==> src/rtl/gpio_bank.sv <==
// gpio_bank: memory-mapped GPIO with per-pin direction, set/clr/toggle, synchronised inputs and edge IRQs.
// Writes land on the strobe edge, reads return one cycle later; no backpressure, a strobe is accepted every cycle.
module gpio_bank #(
  parameter int unsigned WIDTH       = 32,
  parameter logic [31:0] BASE_ADDR   = 32'd1024,
  parameter int unsigned SYNC_STAGES = 2
) (
  input  logic             clk,
  input  logic             rst,
  input  logic             wr_en,
  input  logic             rd_en,
  input  logic [31:0]      addr,
  input  logic [31:0]      in_data,
  output logic [31:0]      rd_data,
  output logic             rd_valid,
  input  logic [WIDTH-1:0] gpio_in,
  output logic [WIDTH-1:0] gpio_out,
  output logic [WIDTH-1:0] gpio_oe,
  output logic             irq
);

  localparam logic [3:0] OFF_DATA_OUT = 4'd0;
  localparam logic [3:0] OFF_DIR      = 4'd1;
  localparam logic [3:0] OFF_SET      = 4'd2;
  localparam logic [3:0] OFF_CLR      = 4'd3;
  localparam logic [3:0] OFF_TOGGLE   = 4'd4;
  localparam logic [3:0] OFF_DATA_IN  = 4'd5;
  localparam logic [3:0] OFF_IRQ_EN   = 4'd6;
  localparam logic [3:0] OFF_IRQ_STS  = 4'd7;
  localparam logic [3:0] OFF_EDGE_SEL = 4'd8;

  logic [WIDTH-1:0] data_out;
  logic [WIDTH-1:0] dir;
  logic [WIDTH-1:0] irq_en;
  logic [WIDTH-1:0] irq_status;
  logic [WIDTH-1:0] edge_sel;
  logic [SYNC_STAGES-1:0][WIDTH-1:0] sync;
  logic [WIDTH-1:0] prev;

  logic             hit;
  logic             wr_hit;
  logic [3:0]       off;
  logic [WIDTH-1:0] wdat;
  logic [WIDTH-1:0] sync_q;
  logic [WIDTH-1:0] evt;
  logic [WIDTH-1:0] w1c;
  logic [31:0]      rd_mux;
  logic             unused_bits;

  assign hit         = (addr[31:6] == BASE_ADDR[31:6]);
  assign off         = addr[5:2];
  assign wr_hit      = wr_en && hit;
  assign wdat        = in_data[WIDTH-1:0];
  assign sync_q      = sync[SYNC_STAGES-1];
  assign unused_bits = ^{addr[1:0], in_data};

  // Edge detect compares the last synchronised stage against its one-cycle history.
  assign evt = irq_en & ((edge_sel & sync_q & ~prev) | (~edge_sel & ~sync_q & prev));
  assign w1c = (wr_hit && off == OFF_IRQ_STS) ? wdat : '0;

  always_comb begin
    rd_mux = '0;
    if (hit) begin
      case (off)
        OFF_DATA_OUT: rd_mux[WIDTH-1:0] = data_out;
        OFF_DIR:      rd_mux[WIDTH-1:0] = dir;
        OFF_DATA_IN:  rd_mux[WIDTH-1:0] = sync_q;
        OFF_IRQ_EN:   rd_mux[WIDTH-1:0] = irq_en;
        OFF_IRQ_STS:  rd_mux[WIDTH-1:0] = irq_status;
        OFF_EDGE_SEL: rd_mux[WIDTH-1:0] = edge_sel;
        default:      rd_mux = '0;
      endcase
    end
  end

  always_ff @(posedge clk) begin
    if (rst) begin
      data_out   <= '0;
      dir        <= '0;
      irq_en     <= '0;
      irq_status <= '0;
      edge_sel   <= '0;
      sync       <= '0;
      prev       <= '0;
      rd_data    <= '0;
      rd_valid   <= 1'b0;
    end else begin
      sync <= {sync[SYNC_STAGES-2:0], gpio_in};
      prev <= sync_q;
      if (wr_hit) begin
        case (off)
          OFF_DATA_OUT: data_out <= wdat;
          OFF_DIR:      dir      <= wdat;
          OFF_SET:      data_out <= data_out | wdat;
          OFF_CLR:      data_out <= data_out & ~wdat;
          OFF_TOGGLE:   data_out <= data_out ^ wdat;
          OFF_IRQ_EN:   irq_en   <= wdat;
          OFF_EDGE_SEL: edge_sel <= wdat;
          default: ;
        endcase
      end
      // A coincident event re-sets a bit that the same write clears.
      irq_status <= (irq_status & ~w1c) | evt;
      rd_valid   <= rd_en;
      if (rd_en) rd_data <= rd_mux;
    end
  end

  assign gpio_out = data_out;
  assign gpio_oe  = dir;
  assign irq      = |(irq_status & irq_en);

endmodule

==> config.mk <==
export PLATFORM = sky130hd
export DESIGN_NAME = gpio_bank
export DESIGN_NICKNAME = d
export VERILOG_FILES = /design/src/rtl/gpio_bank.sv
export SDC_FILE = /design/constraint.sdc
export NUM_CORES = 1
export LEC_CHECK = 0
export ABC_AREA = 1
export CAP_MARGIN = 25
export CELL_PAD_IN_SITES_DETAIL_PLACEMENT = 1
export CELL_PAD_IN_SITES_GLOBAL_PLACEMENT = 2
export CORE_MARGIN = 10
export CORE_UTILIZATION = 27
export DETAILED_ROUTE_END_ITERATION = 10
export PLACE_DENSITY_LB_ADDON = 0.15
export SYNTH_ARGS = -nofsm -noshare
export SYNTH_HDL_FRONTEND = slang
export SYNTH_SLANG_ARGS = --single-unit
==> constraint.sdc <==
create_clock -name clk -period 1.65 [get_ports clk]
set_clock_uncertainty 0.15 [all_clocks]
set_input_delay 0.2475 -clock clk [delete_from_list [all_inputs] [get_ports clk]]
set_output_delay 0.2475 -clock clk [all_outputs]
set_load 0.005 [all_outputs]
# After elaboration in Yosys (flattened, before gate mapping)
# Index checks and enable logic that the tools add are counted.
dict set report classes {
  n_eq_ne 9
  add_sub_neg 0
  n_reduce_logical 9
  n_lt_le_gt_ge 0
  multipliers 0
  n_mux 4
  bitwise 17
  n_shift 0
  div_mod_pow 0
}
# operator count
set ops {}
lappend ops {{bitwise AND 32 bit} 8}
lappend ops {{one-hot mux 32 bit (6 select lines)} 1}
lappend ops {{inverter 32 bit} 5}
lappend ops {{one-hot mux 32 bit (4 select lines)} 1}
lappend ops {{bitwise OR 32 bit} 3}
lappend ops {{2-to-1 mux 32 bit} 2}
lappend ops {{OR reduction 32 bit} 1}
lappend ops {{XOR 32 bit} 1}
lappend ops {{equality test 26 x 5 -> 1 bit, second input constant} 1}
lappend ops {{equality test 4 x 3 -> 1 bit, second input constant} 4}
lappend ops {{equality test 4 x 2 -> 1 bit, second input constant} 2}
lappend ops {{AND reduction 2 bit} 4}
lappend ops {{equality test 4 x 1 -> 1 bit, second input constant} 1}
lappend ops {{equality test 4 bit, second input constant} 1}
lappend ops {{logical NOT 4 bit} 1}
lappend ops {{nonzero test 4 bit} 1}
lappend ops {{logical AND 1 bit} 2}
dict set report word_totals {
  n_memories 0
  out_inout_bits 98
  mem_bits_rw 0
  ff_bits 289
  romBits 0
  word_cells 49
  input_bits 100
  latchBits 0
}

# Depth between registers and ports, before layout
# Gate-level depths: netlist of the first run.
dict set report depth {
  depth_word 7
  mapped_depth 12
  depth_no_buf 11
}

# Worst setup path after synthesis of the first run
# Ideal clock, no wire load.
dict set report synth_timing {
  path_kind {input port to flip-flop}
  startpoint {in addr[29]}
  endpoint {reg dir[23], in the netlist gpio_oe[23]}
  required_ps 1387
  t_arrival_ps 1437
  path_slack_ps -49
  n_path_buf 1
  path_stages 11
  path_cell_list {nor2_1 nand2_1 nor2_1 nand2_1 nor2_2 nand2_2 nor2_4 buf_2 nand2_1 nand2_1 nor2_1}
}
dict set report synth_via {
  elab_chain_len 3
}
# item line
set synth_lines {}
lappend synth_lines {{start: declaration} 12} ;# input logic [31:0] addr,
lappend synth_lines {{equality test 26 x 5 -> 1 bit} 50} ;# assign hit = (addr[31:6] == BASE_ADDR[31:6]);
lappend synth_lines {{logical AND 1 bit} 52} ;# assign wr_hit = wr_en && hit;
lappend synth_lines {{AND reduction 2 bit (no source line)} -}
lappend synth_lines {{end signal: assignment} 93} ;# OFF_DIR: dir <= wdat;
lappend synth_lines {{end: declaration} 33} ;# logic [WIDTH-1:0] dir;
# Every way passes these cells.
# A chain may end at the register's enable or synchronous reset.

# Final worst setup path of the first run
dict set report layout_timing {
  startpoint {reg irq_status[26]}
  endpoint {out irq}
}
dict set report layout_via {
  elab_chain_len 2
}
# item line
set layout_lines {}
lappend layout_lines {{start: declaration} 35} ;# logic [WIDTH-1:0] irq_status;
lappend layout_lines {{start signal: assignment} 103} ;# irq_status <= (irq_status & ~w1c) | evt;
lappend layout_lines {{bitwise AND 32 bit} 111} ;# assign irq = |(irq_status & irq_en);
lappend layout_lines {{OR reduction 32 bit} 111}
lappend layout_lines {{end: declaration} 19} ;# output logic irq
# Every way passes these cells.

==> summary.txt, run 1 <==
Outcome
  – Status: finished, violations left
  – Failing checks: setup timing

Yosys
  – Largest family of logic cells by synthesized area: simple AND/OR/NAND/NOR gates
  – Post-synth EDFFs: 0
  – Post-Syn Area: 14300 µm²
  – Top cells by area, synth: dfxtp_1 (41%), nand2_1 (15%), nor2_1 (12%)
  – Post-Synth Simple-Gate Area: 35.7%
  – Synth Area in Adders: 5.61%
  – Synth top area share: 40.5%
  – Ys flop type: dfxtp_1
  – Mux cell area share after synthesis: 0%
  – Synth cell types: 23
  – Compound-gate portion of the synthesized area: 8.29%
  – Top cells by count, synth: nand2_1 (580), nor2_1 (461), dfxtp_1 (289)
  – Cell taking the most area after synthesis: dfxtp_1
  – YS warnings: 0
  – Gate Count Post-Synth: 2186
  – Sequential fraction of the synthesis area: 40.5%
  – Most frequent cell after synthesis: nand2_1
  – Ys async rst share: 0%
  – Synthesis-stage register bit count: 289
  – Syn_area_per_cell: 6.53 µm²
  – Syn Nets: 2350
  – Area share of xor/xnor cells in the synthesized design: 0%

Placement
  – Setup WS pre-CTS: -0.746 ns
  – Post-DP HPWL: 47.0 mm
  – IO Port Bufs: 195
  – Final GP Congestion: 0.830

Die
  – Die ar.: 62500 µm²
  – Die Width: 250 µm
  – IO Count: 198
  – Initial Util: 27.2%
  – Core Region: 52400 µm²
  – Die span in y: 250 µm
  – Row Count: 84

Final layout
  – N_diodes: 0
  – Final net count: 2784
  – Layout area overhead: 51.1%
  – Layout cells sized above 1: 20.4%

Worst setup path
  – R2R depth: 7
  – Arr. time, crit path: 1.79 ns
  – CP Depth: 6
  – Slowest CP cell: dfxtp_1
  – Largest delay share family, worst path: simple AND/OR/NAND/NOR gates
  – CP Cell Sequence: a22o_1 -> a21oi_2 -> nand4_1 -> nor2_2 -> nand2_2 -> buf_6
  – Crit. End Element: output port
  – Slowest stage delay, CP: 0.31 ns
  – CP Max Fanout: 2
  – Setup crit start kind: flop
  – CP required: 1.25 ns
  – Number of buffers and inverters on the critical path: 1
  – CP Class: reg -> out

Global routing
  – Pin count of the biggest net entering global routing: 92
  – GRT Overall Usage: 22.3%
  – Antenna violations before repair: 2
  – Vias in the first global route: 17000
  – Gr ovfl total: 0
  – First-pass GRT wire length: 107 mm

Route
  – Routed WL: 71.4 mm
  – Wire per inst: 21.4 µm
  – DR vias/cell: 4.83
  – Initial DRT Pass Iterations: 6
  – Drt drc: 0
  – Detail Route Antenna Nets: 0
  – 1st-iter DRT viols: 954
  – Vias post-DR: 16100

Power
  – Leak Pwr: 9.85 nW
  – Max VDD drop: 0.545 mV
  – Power density of the placed cells: 783 nW/µm²

STA
  – Final setup viols: 1
  – Max-slew violations: 0
  – Final hold violations: 0
  – Fmax: 458 MHz
  – Final worst path period share: 132%
  – RSZ-0062 raised after global routing: yes
  – Slew at the pin closest to its max-slew limit: 0.465 ns
  – Worst Slack Setup Final: -0.533 ns
  – WHS: 0.0642 ns
  – Slew margin rel.: 69.0%
  – Period minus WS final: 2.18 ns

Clock tree
  – Worst-case clock buffer depth: 3
  – CTS tree: yes
  – Root Buffer: clkbuf_16
  – # clock sinks: 289
  – H-Tree Depth: 2
  – Clock Latency Late Sink: 0.55 ns
  – Clk pin slew, worst setup/hold paths: 0.06 ns
  – TritonCTS Buffers: 37

Worst hold path
  – Hold WC Path Type: in -> reg
  – Hold depth: 3

Job
  – Max_cap viols: 0
==> metrics by stage <==
step	util, %	cells	setup TNS, ns	power [mW]	instance area [µm²]
after floorplan	-	2186	0	7.80	14300
after global placement	36.2	3204	-116.21	8.72	19000
after detailed placement	36.2	3204	-119.79	8.75	19000
after CTS	41.0	3341	-0.591	17.1	21500
after global routing	41.1	3336	-0.737	17.5	21600
final	41.1	3336	-0.533	16.9	21600
==> timing repair <==
| action | 4_1_cts | 5_1_grt |
|---|---|---|
| gates cloned | 26 | 1 |
| hold buffers | 1 | 0 |
| pin swaps | 48 | 47 |
| endpoints found under the setup margin | 259 | 172 |
| setup buffers | 47 | 7 |
| hold endpoints to repair | 7 | 0 |
| resized for setup | 327 | 89 |
==> area by class of cell <==
class / count / area, µm²
multi-input combinational: 1532 / 7400
fill: 6535 / 30900
sequential: 289 / 5860
clock inverter: 9 / 76.3
inverter: 250 / 941
clock buffer: 58 / 1150
tap: 688 / 861
timing repair buffer: 510 / 5280
==> logic make-up (layout without fill, tap and decap cells) <==
logic type      Yosys count  in the layout
fa+ha+maj                64             64
buf+inv                 365            827
compound gates          213            213
flops                   289            289
simple gates           1255           1255
==> path summary, 6_finish.rpt <==
| kind | slack, ns | to | from |
|---|---|---|---|
| max | -0.53 | irq | irq_status[26] |
| min | 0.06 | sync[8] | gpio_in[8] |
| min reg2reg | 0.25 | sync_q[6] | sync[6] |
| max reg2reg | 0.14 | rd_data[2] | gpio_out[2] |
==> worst reg2reg max path, delay by kind of cell (launching register included) <==
kind	cells	cell delay [ns]
simple gates	3	0.21
flops	1	0.37
compound gates	2	0.44
buf+inv	2	0.26
==> sequential cells by signal, summed over array words and instances (netlist names) <==
signal,cells
irq_en,32
rd_data,32
gpio_oe,32
gpio_out,32
irq_status,32
prev,32
sync_q,32
sync,32
rd_valid,1
edge_sel,32
==> routing by layer <==
metal	track usage [%]	vias up	wire length [µm]
met5	0	-	0
met4	7.45	0	2370
met3	4.11	105	3420
met2	37.4	365	33400
met1	28.1	7933	32200
li1	-	7720	-
==> power by group <==
group	internal (mW)	total [mW]	switching, mW
registers	7.06	7.10	0.0358
clock network	4.93	8.24	3.30
logic	0.657	1.55	0.889
total	12.7	16.9	4.23
==> layout by cell type (no fill, tap or decap), drive strengths merged, types with 65 or more instances in the layout <==
| cell type | synthesis | routed |
|---|---|---|
| clkdlybuf4s50 | 0 | 65 |
| a21oi | 69 | 69 |
| o21ai | 103 | 103 |
| dlygate4sd2 | 0 | 93 |
| clkbuf | 79 | 66 |
| inv | 249 | 250 |
| nand2 | 582 | 582 |
| nand4 | 68 | 68 |
| dfxtp | 289 | 289 |
| nand3 | 128 | 128 |
| buf | 36 | 334 |
| nor2 | 469 | 469 |
No activity file was read; power rests on OpenSTA's default activity.
==> run 2: changes to the inputs <==
--- a/config.mk
+++ b/config.mk
@@ -12,7 +12,7 @@
 export CORE_MARGIN = 10
 export CORE_UTILIZATION = 27
 export DETAILED_ROUTE_END_ITERATION = 10
-export PLACE_DENSITY_LB_ADDON = 0.15
+export PLACE_DENSITY = 0.81
 export SYNTH_ARGS = -nofsm -noshare
 export SYNTH_HDL_FRONTEND = slang
 export SYNTH_SLANG_ARGS = --single-unit
==> run 2 against run 1 <==
  * The run still ends with setup timing left
  * Combinational power fell by 3%
  * Largest cell class unchanged
  * Critical path depth rose by 1
  * Register-to-register slack improved by 0.07 ns
  * Non-clock buffer count fell by 18
  * Via count barely moved
  * Sequential power barely moved
  * Hold slack got worse by 0.019 ns
  * Clock power rose by 1%
  * Sequential share of layout area rose by 0.20 points
==> summary.txt, run 2 (same netlist as run 1, synthesis figures left out) <==
Power
  – Leak Pwr: 9.67 nW
  – Power density of the placed cells: 796 nW/µm²
  – Max VDD drop: 0.773 mV

STA
  – RSZ-0062 raised after global routing: yes
  – Fmax: 442 MHz
  – Final worst path period share: 137%
  – Slew margin rel.: 73.5%
  – Worst Slack Setup Final: -0.614 ns
  – Final setup viols: 1
  – Slew at the pin closest to its max-slew limit: 0.397 ns
  – Final hold violations: 0
  – Max-slew violations: 0
  – Period minus WS final: 2.26 ns

Final layout
  – Final net count: 2766
  – Layout cells sized above 1: 18.7%
  – Most common cell after layout, fill and taps aside: nand2_1
  – Number of fill cells: 6517
  – Post-route insts no fill: 3316
  – Commonest cells after routing, fill and taps aside: nand2_1 (549), nor2_1 (443), dfxtp_1 (252)
  – Non-Filler Cell Area, Final: 21300 µm²
  – Layout area overhead: 49.4%

Die
  – Die ar.: 62500 µm²
  – Row Count: 84
  – Die span in y: 250 µm
  – Die Width: 250 µm
  – IO Count: 198
  – Core Region: 52400 µm²
  – Initial Util: 27.2%

Clock tree
  – Clk pin slew, worst setup/hold paths: 0.06 ns
  – TritonCTS Buffers: 37
  – Clock Latency Late Sink: 0.57 ns
  – # clock sinks: 289
  – Worst-case clock buffer depth: 3
  – CTS tree: yes
  – H-Tree Depth: 2
  – Root Buffer: clkbuf_16

Global routing
  – Antenna violations before repair: 1
  – Vias in the first global route: 17300
  – First-pass GRT wire length: 101 mm
  – GRT Overall Usage: 20.6%
  – Pin count of the biggest net entering global routing: 70
  – Gr ovfl total: 0

Outcome
  – Failing checks: setup timing
  – Status: finished, violations left

Worst setup path
  – Setup crit start kind: flop
  – Arr. time, crit path: 1.87 ns
  – Crit. End Element: output port
  – CP Max Fanout: 2
  – CP required: 1.25 ns
  – CP Class: reg -> out

Route
  – Detail Route Antenna Nets: 0
  – Met3 wire length: 2.79 mm
  – Vias post-DR: 16100
  – Initial DRT Pass Iterations: 5
  – Met2 wire len: 34.1 mm
  – Drt drc: 0
  – Wire per inst: 20.7 µm
  – 1st-iter DRT viols: 862
  – DR top layer: met4
  – Routed WL: 68.7 mm
  – Met1 Routed Length: 29.2 mm
  – DR vias/cell: 4.87

Placement
  – Placed Area: 18800 µm²
  – Final GP Congestion: 0.841
  – Post-DP HPWL: 45.7 mm
  – Setup WS pre-CTS: -0.828 ns
  – IO Port Bufs: 195
  – Placed cells: 3190

Job
  – Max_cap viols: 0

Worst hold path
  – Hold WC Path Type: in -> reg
-- run 2: path summary, 6_finish.rpt --
check / slack [ns] / end / start / cells after the start
max: -0.61 / irq / irq_en[28] / 7
min: 0.05 / sync[6] / gpio_in[6] / 3
max reg2reg: 0.21 / rd_data[2] / gpio_out[2] / 7
min reg2reg: 0.24 / sync_q[28] / sync[28] / 2
-- run 2: what timing repair did --
action                                  4_1_cts  5_1_grt
hold buffers                                  1        0
endpoints found under the setup margin      261      189
setup buffers                                37        5
endpoints found under the hold margin        59        0
gates resized for setup                     229      127
gates cloned                                 16        8
pin swaps                                    23       56
-- run 2: cell type report --
type	instances	area (µm²)	area share [%]
multi-input cells	1532	7430	34.8
flip-flops and latches	289	5840	27.4
repair buffers	492	5040	23.6
clock buffers	53	1070	5.00
inverters	250	940	4.41
well taps	688	861	4.04
clock inverters	11	156	0.733
diodes	1	2.50	0.0117
-- run 2: stage by stage --
step	setup TNS (ns)	hold slack (ns)	total power, mW	utilization, %
6_report	-0.614	0.0452	17.0	40.7
5_1_grt	-0.806	0.0373	17.6	40.7
4_1_cts	-0.761	0.0160	17.1	39.8
3_5_place_dp	-127.02	0.247	8.67	35.9
3_3_place_gp	-121.11	0.246	8.64	35.9
2_1_floorplan	0	0.204	7.80	-
-- run 2: layer usage --
layer  vias to the layer above  global-route usage (%)
li1                       7688                       -
met1                      7975                    24.3
met2                       359                    36.6
met3                       112                    2.63
met4                         0                    9.09
met5                         -                       0
-- run 2: worst max-delay path, stage by stage (launching register included) --
cell      delay (ns)
dfxtp_1         0.32
nand2_1         0.07
inv_1           0.06
a221oi_2        0.22
nand4_1         0.24
nor2_1          0.14
nand2_1         0.10
buf_2           0.14
-- run 2: power breakdown --
group | internal, mW | leakage [nW] | total [mW] | switching (mW)
combinational | 0.623 | 6.70 | 1.51 | 0.883
sequential | 7.07 | 2.36 | 7.10 | 0.0337
clock | 4.99 | 0.605 | 8.36 | 3.38
==> run 3: changes to the inputs <==
--- a/config.mk
+++ b/config.mk
@@ -12,6 +12,7 @@
 export CORE_MARGIN = 10
 export CORE_UTILIZATION = 27
 export DETAILED_ROUTE_END_ITERATION = 10
+export GPL_TIMING_DRIVEN = 0
 export PLACE_DENSITY = 0.81
 export SYNTH_ARGS = -nofsm -noshare
 export SYNTH_HDL_FRONTEND = slang
==> run 3 against run 2 <==
  * The flow still finishes with violations (setup timing)
  * Worst setup slack improved by 0.020 ns
  * Clock power fell by 3.1%
  * Power fell by 2.9%
  * Register-to-register slack got worse by 0.03 ns
  * Die area did not move
  * Sequential share of layout area rose by 3.1 points
  * Utilization fell by 4.0 points
  * Maximum frequency rose by 0.88%
  * Critical path type unchanged
  * Critical endpoint unchanged
==> summary.txt, run 3 (same netlist as run 1, synthesis figures left out) <==
Die
  – Core Region: 52400 µm²
  – Die Width: 250 µm
  – Die span in y: 250 µm
  – Die ar.: 62500 µm²
  – Initial Util: 27.2%
  – IO Count: 198
  – Row Count: 84

Clock tree
  – H-Tree Depth: 2
  – Worst-case clock buffer depth: 3
  – TritonCTS Buffers: 37
  – Clk pin slew, worst setup/hold paths: 0.06 ns
  – CTS tree: yes
  – Clock Latency Late Sink: 0.56 ns
  – Root Buffer: clkbuf_16
  – # clock sinks: 289

STA
  – Final setup viols: 1
  – Setup TNS: -0.594 ns
  – Final worst path period share: 136%
  – Worst Slack Setup Final: -0.594 ns
  – WHS: 0.0548 ns
  – Max-slew violations: 0
  – RSZ-0062 raised after global routing: yes
  – Fmax: 446 MHz
  – Period minus WS final: 2.24 ns
  – Slew at the pin closest to its max-slew limit: 0.783 ns
  – Slew margin rel.: 47.8%
  – Final hold violations: 0

Final layout
  – Layout area overhead: 34.9%
  – Layout cells sized above 1: 12.2%
  – Commonest cells after routing, fill and taps aside: nand2_1 (546), nor2_1 (447), inv_1 (245)
  – Most common cell after layout, fill and taps aside: nand2_1
  – Number of fill cells: 6556
  – N_diodes: 0
  – Final net count: 2614

Worst setup path
  – CP Class: reg -> out
  – Setup crit start kind: flop
  – CP Cell Sequence: a221oi_4 -> nand4_1 -> nor2_1 -> nand2_1 -> buf_2
  – Crit. End Element: output port
  – Largest delay share family, worst path: simple AND/OR/NAND/NOR gates
  – Arr. time, crit path: 1.85 ns
  – Number of buffers and inverters on the critical path: 1
  – CP Max Fanout: 3
  – Slowest stage delay, CP: 0.36 ns
  – CP required: 1.25 ns
  – Slowest CP cell: dfxtp_1

Global routing
  – Antenna violations before repair: 0
  – Gr ovfl total: 0
  – Pin count of the biggest net entering global routing: 14
  – Vias in the first global route: 16100
  – First-pass GRT wire length: 97.3 mm
  – GRT Overall Usage: 20.0%

Power
  – Combinational Power Share: 7.8%
  – Sw Ratio: 25.5%
  – Max VDD drop: 0.563 mV
  – Pint: 12.3 mW
  – Net Sw Power: 4.20 mW
  – Clk network pwr share: 49.2%
  – Power density of the placed cells: 856 nW/µm²
  – Seq pwr share: 43.0%
  – Leak Pwr: 8.56 nW

Job
  – Max_cap viols: 0

Placement
  – IO Port Bufs: 193
  – Final GP Congestion: 0.914
  – Post-DP HPWL: 49.7 mm

Worst hold path
  – Hold WC Path Type: in -> reg

Outcome
  – Failing checks: setup timing
  – Status: finished, violations left

Route
  – Vias post-DR: 15400
  – 1st-iter DRT viols: 787
  – Detail Route Antenna Nets: 0
  – Drt drc: 0
  – Initial DRT Pass Iterations: 5
  – Wire per inst: 20.6 µm
  – Routed WL: 65.1 mm
  – DR vias/cell: 4.88
run 3: changes by cell type in the layout (fill, tap and decap cells not counted), sizes merged, moves of 2 or more:
cell	delta
buf	-212
clkbuf	+57
dlygate4sd2	+16
clkdlybuf4s15	-7
clkinv	-4
bufbuf	-2
bufinv	-2
run 3: final cells by class:
class | count | area, µm² | area share [%]
buffer | 113 | 826 | 4.29
clock buffer | 56 | 1110 | 5.76
clock inverter | 6 | 81.3 | 0.423
inverter | 250 | 943 | 4.90
multi-input combinational | 1532 | 7370 | 38.3
sequential | 289 | 5870 | 30.5
tap | 688 | 861 | 4.47
timing repair buffer | 227 | 2190 | 11.4
run 3: tightest hold or removal path, cell delays in order:
cell,delay [ns]
clkdlybuf4s50_1,0.39
inv_1,0.05
nor2_1,0.03
run 3: metal layers:
metal | wire [µm] | vias up | part of all wire [%] | track usage, %
met5 | 0 | - | 0 | 0
met4 | 2220 | 0 | 3.4 | 7.71
met3 | 2590 | 104 | 4.0 | 3.18
met2 | 32300 | 364 | 50 | 35.2
met1 | 28000 | 7607 | 43 | 24.0
li1 | - | 7359 | - | -
run 3: path summary, 6_finish.rpt:
check / from / to / slack (ns) / depth (start not counted)
worst max-delay path: irq_status[31] / irq / -0.59 / 5
worst min-delay path: gpio_in[24] / sync[24] / 0.05 / 3
worst max register to register: gpio_out[8] / rd_data[8] / 0.18 / 6
worst min register to register: sync[14] / sync_q[14] / 0.25 / 2
run 3: repair_timing:
item                                    4_1_cts  5_1_grt
hold buffers                                  1        0
buffers inserted                             23        6
pin swaps                                    17       37
endpoints found under the hold margin         2        0
resized for setup                           346      146
gates cloned                                  2        3
endpoints found under the setup margin      301      188
run 3: power by group through the flow:
| stage | Sequential (mW) | Combinational (mW) | Clock (mW) |
|---|---|---|---|
| finish | 7.09 | 1.28 | 8.10 |
| global route | 7.10 | 1.39 | 8.59 |
| global placement | 7.26 | 1.17 | 0 |
| floorplan | 7.25 | 0.557 | 0 |
| CTS | 7.09 | 1.25 | 8.31 |
| detailed placement | 7.26 | 1.20 | 0 |
run 3: stage by stage:
step | total power [mW] | instance area, µm² | setup WS, ns | utilization, % | cells
floorplan | 7.80 | 14300 | 0.00245 | - | 2186
detailed placement | 8.46 | 17100 | -1.82 | 32.6 | 3067
global route | 17.1 | 19200 | -0.675 | 36.7 | 3161
finish | 16.5 | 19200 | -0.594 | 36.7 | 3161
global placement | 8.43 | 17100 | -1.74 | 32.6 | 3067
CTS | 16.7 | 18900 | -0.671 | 36.0 | 3154
